### src/rtl/rf_wport_arbiter_pkg.sv
// Shared widths, register-file geometry and grant encoding for the
// register-file write-port arbiter.
package rf_wport_arbiter_pkg;

    localparam int REG_AW               = 5;
    localparam int REG_DW               = 32;
    localparam int NUM_REGS             = 32;
    localparam int STARVE_W             = 4;
    localparam int DEFAULT_STARVE_LIMIT = 4;

    typedef enum logic [1:0] {
        GNT_NONE,
        GNT_PIPE,
        GNT_MDU
    } grant_e;

    // Register 0 is hardwired to zero: writes to it are dropped, never tracked.
    function automatic logic is_real_reg(input logic [REG_AW-1:0] addr);
        return addr != '0;
    endfunction

endpackage

### src/rtl/rf_scoreboard.sv
// Pending-write scoreboard for MDU destinations: issue sets a bit,
// MDU commit clears it, and hazard queries read the registered vector.
module rf_scoreboard
    import rf_wport_arbiter_pkg::*;
(
    input  logic              clk,
    input  logic              rst,
    input  logic              iss_valid,
    input  logic [REG_AW-1:0] iss_wa,
    output logic              iss_ready,
    input  logic              clr_en,
    input  logic [REG_AW-1:0] clr_wa,
    input  logic [REG_AW-1:0] ra1,
    input  logic [REG_AW-1:0] ra2,
    output logic              pend1,
    output logic              pend2
);

    logic [NUM_REGS-1:0] pending_q;
    logic [NUM_REGS-1:0] pending_d;
    logic                clr_hit;
    logic                set_en;

    // NOTE: blocking assignments in always_comb evaluate in order, so the set
    // below overrides the clear of the same bit, and defaults come first.
    always_comb begin
        clr_hit   = clr_en && (clr_wa == iss_wa);
        iss_ready = !rst && !(is_real_reg(iss_wa) && pending_q[iss_wa] && !clr_hit);
        set_en    = iss_valid && iss_ready && is_real_reg(iss_wa);

        pending_d = pending_q;
        if (clr_en) pending_d[clr_wa] = 1'b0;
        if (set_en) pending_d[iss_wa] = 1'b1;
        pending_d[0] = 1'b0;
    end

    // NOTE: state registers use non-blocking assignments; the pending vector is
    // a plain flop bank, so it is cleared by reset like any other control state.
    always_ff @(posedge clk) begin
        if (rst) pending_q <= '0;
        else     pending_q <= pending_d;
    end

    // No same-cycle bypass: a fresh issue shows up as pending one cycle later.
    assign pend1 = !rst && pending_q[ra1];
    assign pend2 = !rst && pending_q[ra2];

endmodule

### src/rtl/rf_wport_arbiter.sv
// Single register-file write port shared by pipeline writeback and a
// multi-cycle unit, with pipe priority bounded by an MDU starvation limit.
module rf_wport_arbiter
    import rf_wport_arbiter_pkg::*;
#(
    parameter int STARVE_LIMIT = DEFAULT_STARVE_LIMIT
) (
    input  logic              clk,
    input  logic              rst,
    input  logic              pipe_we,
    input  logic [REG_AW-1:0] pipe_wa,
    input  logic [REG_DW-1:0] pipe_wd,
    output logic              pipe_stall,
    input  logic              mdu_valid,
    input  logic [REG_AW-1:0] mdu_wa,
    input  logic [REG_DW-1:0] mdu_wd,
    output logic              mdu_ready,
    input  logic              iss_valid,
    input  logic [REG_AW-1:0] iss_wa,
    output logic              iss_ready,
    input  logic [REG_AW-1:0] ra1,
    input  logic [REG_AW-1:0] ra2,
    output logic              pend1,
    output logic              pend2,
    output logic              we3,
    output logic [REG_AW-1:0] wa3,
    output logic [REG_DW-1:0] wd3
);

    localparam logic [STARVE_W-1:0] LIMIT = STARVE_W'(STARVE_LIMIT);

    logic [STARVE_W-1:0] starve_q;
    logic [STARVE_W-1:0] starve_d;
    logic                pipe_req;
    logic                mdu_req;
    logic                force_mdu;
    grant_e              grant;

    always_comb begin
        pipe_req  = pipe_we && is_real_reg(pipe_wa);
        mdu_req   = mdu_valid && is_real_reg(mdu_wa);
        force_mdu = mdu_req && (starve_q == LIMIT);

        grant = GNT_NONE;
        if (rst)            grant = GNT_NONE;
        else if (force_mdu) grant = GNT_MDU;
        else if (pipe_req)  grant = GNT_PIPE;
        else if (mdu_req)   grant = GNT_MDU;

        we3 = 1'b0;
        wa3 = '0;
        wd3 = '0;
        case (grant)
            GNT_PIPE: begin
                we3 = 1'b1;
                wa3 = pipe_wa;
                wd3 = pipe_wd;
            end
            GNT_MDU: begin
                we3 = 1'b1;
                wa3 = mdu_wa;
                wd3 = mdu_wd;
            end
            default: ;
        endcase

        pipe_stall = !rst && force_mdu && pipe_req;
        // Results aimed at register 0 are accepted and discarded.
        mdu_ready  = (grant == GNT_MDU) || (!rst && mdu_valid && !is_real_reg(mdu_wa));

        starve_d = '0;
        if (mdu_req && grant != GNT_MDU)
            starve_d = (starve_q >= LIMIT) ? LIMIT : starve_q + 1'b1;
    end

    always_ff @(posedge clk) begin
        if (rst) starve_q <= '0;
        else     starve_q <= starve_d;
    end

    rf_scoreboard u_scoreboard (
        .clk       (clk),
        .rst       (rst),
        .iss_valid (iss_valid),
        .iss_wa    (iss_wa),
        .iss_ready (iss_ready),
        .clr_en    (grant == GNT_MDU),
        .clr_wa    (mdu_wa),
        .ra1       (ra1),
        .ra2       (ra2),
        .pend1     (pend1),
        .pend2     (pend2)
    );

endmodule
### config.mk
export PLATFORM = sky130hd
export DESIGN_NAME = rf_wport_arbiter
export DESIGN_NICKNAME = d
export VERILOG_FILES = /design/src/rtl/rf_wport_arbiter_pkg.sv /design/src/rtl/rf_scoreboard.sv /design/src/rtl/rf_wport_arbiter.sv
export SDC_FILE = /design/constraint.sdc
export NUM_CORES = 1
export LEC_CHECK = 0
export BUFFER_PORTS_ARGS = -buffer_cell sky130_fd_sc_hd__buf_2
export CORE_MARGIN = 2
export CORE_UTILIZATION = 50
export CTS_CLUSTER_SIZE = 28
export DETAILED_ROUTE_END_ITERATION = 8
export GPL_TIMING_DRIVEN = 1
export PLACE_DENSITY_LB_ADDON = 0.3
export SLEW_MARGIN = 25
export SYNTH_ARGS = -nofsm -noshare
export SYNTH_HDL_FRONTEND = slang
export SYNTH_HIERARCHICAL = 1
export SYNTH_SLANG_ARGS = --single-unit
### constraint.sdc
create_clock -name clk -period 3.2 [get_ports clk]
set_clock_uncertainty 0.1 [all_clocks]
set_input_delay 0.32 -clock clk [delete_from_list [all_inputs] [get_ports clk]]
set_output_delay 0.32 -clock clk [all_outputs]
set_load 0.1 [all_outputs]
==> out/metrics.cfg <==
[run_status]
status = finished, final reports clean

[final_layout]
final_common_cell = buf_2
drive_gt1_frac = 0.433
stdcell_area_mm2 = 0.00525
most-common-layout-cells = buf_2 (97), nand3_1 (46), buf_12 (42)
fin_cells = 641
area_growth_pct = 52.6
num_antenna_cells = 0
layout.nets = 659

[floorplan]
core_mm2 = 0.00672
io_pins = 137
die_height_um = 87.0
start_util = 0.512
fp.dieW_um = 87.0
rows = 30
die_area_mm2 = 0.00757

[route]
vias_per_cell = 6.77
initialDrtViolationCount = 695
firstDrtPassIters = 6
routed-via-count = 4340
ant_nets = 0
drt-total-wl_um = 13400
drcViolationCount = 0
routedWlPerCell_um = 20.9

[global_route]
grt_pass1_vias = 4240
antenna_found_initial = 0
grt_pass1_wl_um = 20500
grtUsageTotal = 0.344
overflow = 0
grt_max_degree = 40

[timing]
finalCritPeriodShare = 0.972
fmax_mhz = 321
period_minus_slack_ns = 3.11
setup_tns_ns = 0
slew_headroom = 0.304
setup_violations = 0
slew_viol_final = 0
hold_viol_final = 0
tightest_slew_ns = 1.04
rsz0062_at_grt = yes

[placement]
place.port_buffers = 136
dp.final_hpwl_um = 9950
placed_area_mm2 = 0.00511
dp_cells = 633
place_congestion = 0.952

[pwr]
p_per_area_mw_per_mm2 = 281
max-vdd-ir-drop_mv = 0.216
fin_total_pwr_mw = 1.48
leakage_nw = 1.99

[setup_path]
critical_path_arrival_ns = 2.69
startpoint_type = input port
crit_fanout = 29
required_ns = 2.78
path_class = input port to output port
endpoint_kind = output port

[min_path]
hold_class = input port to flip-flop

[logic_synthesis]
ys_warn_count = 6
synthCells = 438
synth-xor-area-share = 0.0102
yosys.area_share.simple = 0.340
synth-edff-count = 0
synthFlopType = dfxtp_1
synth_fa_ha_area_frac = 0.0182
synthArstFlopShare = 0
synthMuxAreaShare = 0.180
avgSynthCellArea_um2 = 7.86
synth_cell_type_count = 55
syn_nets = 537
ys_ff_latch = 35
seq_area_frac_synth = 0.203
synth-compound-area-share = 0.186
synthesis.area_mm2 = 0.00344
synth_top_family_by_area = simple AND/OR/NAND/NOR gates

[clocking]
tritoncts = yes
clk_path_buf_depth = 2
clk_pin_slew_ns = 0.08
clock_latency_ns = 0.30
hold_buffers = 0
cts_resized = 0
cts-root-buf = clkbuf_8
cts_num_sinks = 35
cts-htree-levels = 2
cts_inserted_buffers = 5
post-cts-setup-buffers = 0

[flow_run]
max_cap_violations = 0

==> kinds of logic (layout without fill, tap and decap cells) <==
| kind of cell | Yosys count | count (layout) |
|---|---|---|
| other | 1 | 1 |
| adder cells (fa/ha/maj) | 5 | 5 |
| XOR/XNOR | 4 | 4 |
| multiplexers | 38 | 38 |
| flip-flops | 35 | 35 |
| AO/OA/AOI/OAI | 85 | 85 |
| buffers and inverters | 49 | 172 |
| AND/OR/NAND/NOR | 221 | 221 |
==> where the power goes <==
group,internal [mW],switching (mW)
clock network,0.232,0.187
logic,0.223,0.387
registers,0.442,0.00798
total,0.897,0.581
==> synth_stat cells, types with 6 or more instances <==
master / n / share of area
clkbuf_1: 29 / 0.032
nand2_1: 34 / 0.037
nand3_1: 46 / 0.067
nor3b_1: 8 / 0.017
mux2i_1: 17 / 0.049
mux4_2: 19 / 0.12
dfxtp_1: 35 / 0.20
a22oi_1: 37 / 0.081
nor2_1: 49 / 0.053
inv_1: 6 / 0.0065
o21ai_0: 19 / 0.028
nor2b_1: 17 / 0.031
buf_2: 6 / 0.0087
nand3b_1: 19 / 0.041
o2111ai_1: 6 / 0.015
nand4_1: 21 / 0.038
==> sequential cells by signal, indices dropped and copies added (netlist names) <==
| signal | count |
|---|---|
| starve_q | 4 |
| u_scoreboard/pending_q | 31 |
==> layer usage <==
| metal | wire length [µm] | share of wire | track usage |
|---|---|---|---|
| met4 | 473 | 0.035 | 0.155 |
| met3 | 1600 | 0.12 | 0.0891 |
| met5 | 0 | 0 | 0 |
| met2 | 6570 | 0.49 | 0.557 |
| met1 | 4740 | 0.35 | 0.428 |
==> final cells by class <==
cell class | instances | area [µm²]
multi-input cells | 354 | 2850
clock buffers | 5 | 68.8
inverters | 7 | 26.3
clock inverters | 3 | 43.8
fillers | 451 | 1470
well taps | 80 | 100
repair buffers | 157 | 1460
flip-flops and latches | 35 | 701
==> worst max-delay path, stage by stage <==
cell	delay, ns
buf_2	0.10
or4_4	0.54
or2_4	0.25
a311o_1	0.38
ha_1	0.27
buf_4	0.25
a22oi_1	0.31
nor2_4	0.08
buf_12	0.17
==> worst paths after layout <==
kind	start	endpoint	slack [ns]	depth (start not counted)
setup / recovery	mdu_wa[1]	wd3[29]	0.09	9
hold / removal	rst	starve_q[0]$_SDFF_PP0_	0.30	4
setup reg to reg	starve_q[0]$_SDFF_PP0_	u_scoreboard/pending_q[15]$_SDFF_PP0_	0.43	10
hold reg to reg	starve_q[0]$_SDFF_PP0_	starve_q[0]$_SDFF_PP0_	0.36	1
==> stage by stage <==
step	hold WS, ns	util	setup WS (ns)
6_report	0.297	0.782	0.0892
5_1_grt	0.331	0.782	-0.00127
4_1_cts	0.302	0.778	0.0506
3_5_place_dp	0.357	0.761	0.0675
3_3_place_gp	0.341	0.761	0.110
2_1_floorplan	0.331	-	-0.458
Note: power is estimated with default switching activity, not from simulation.
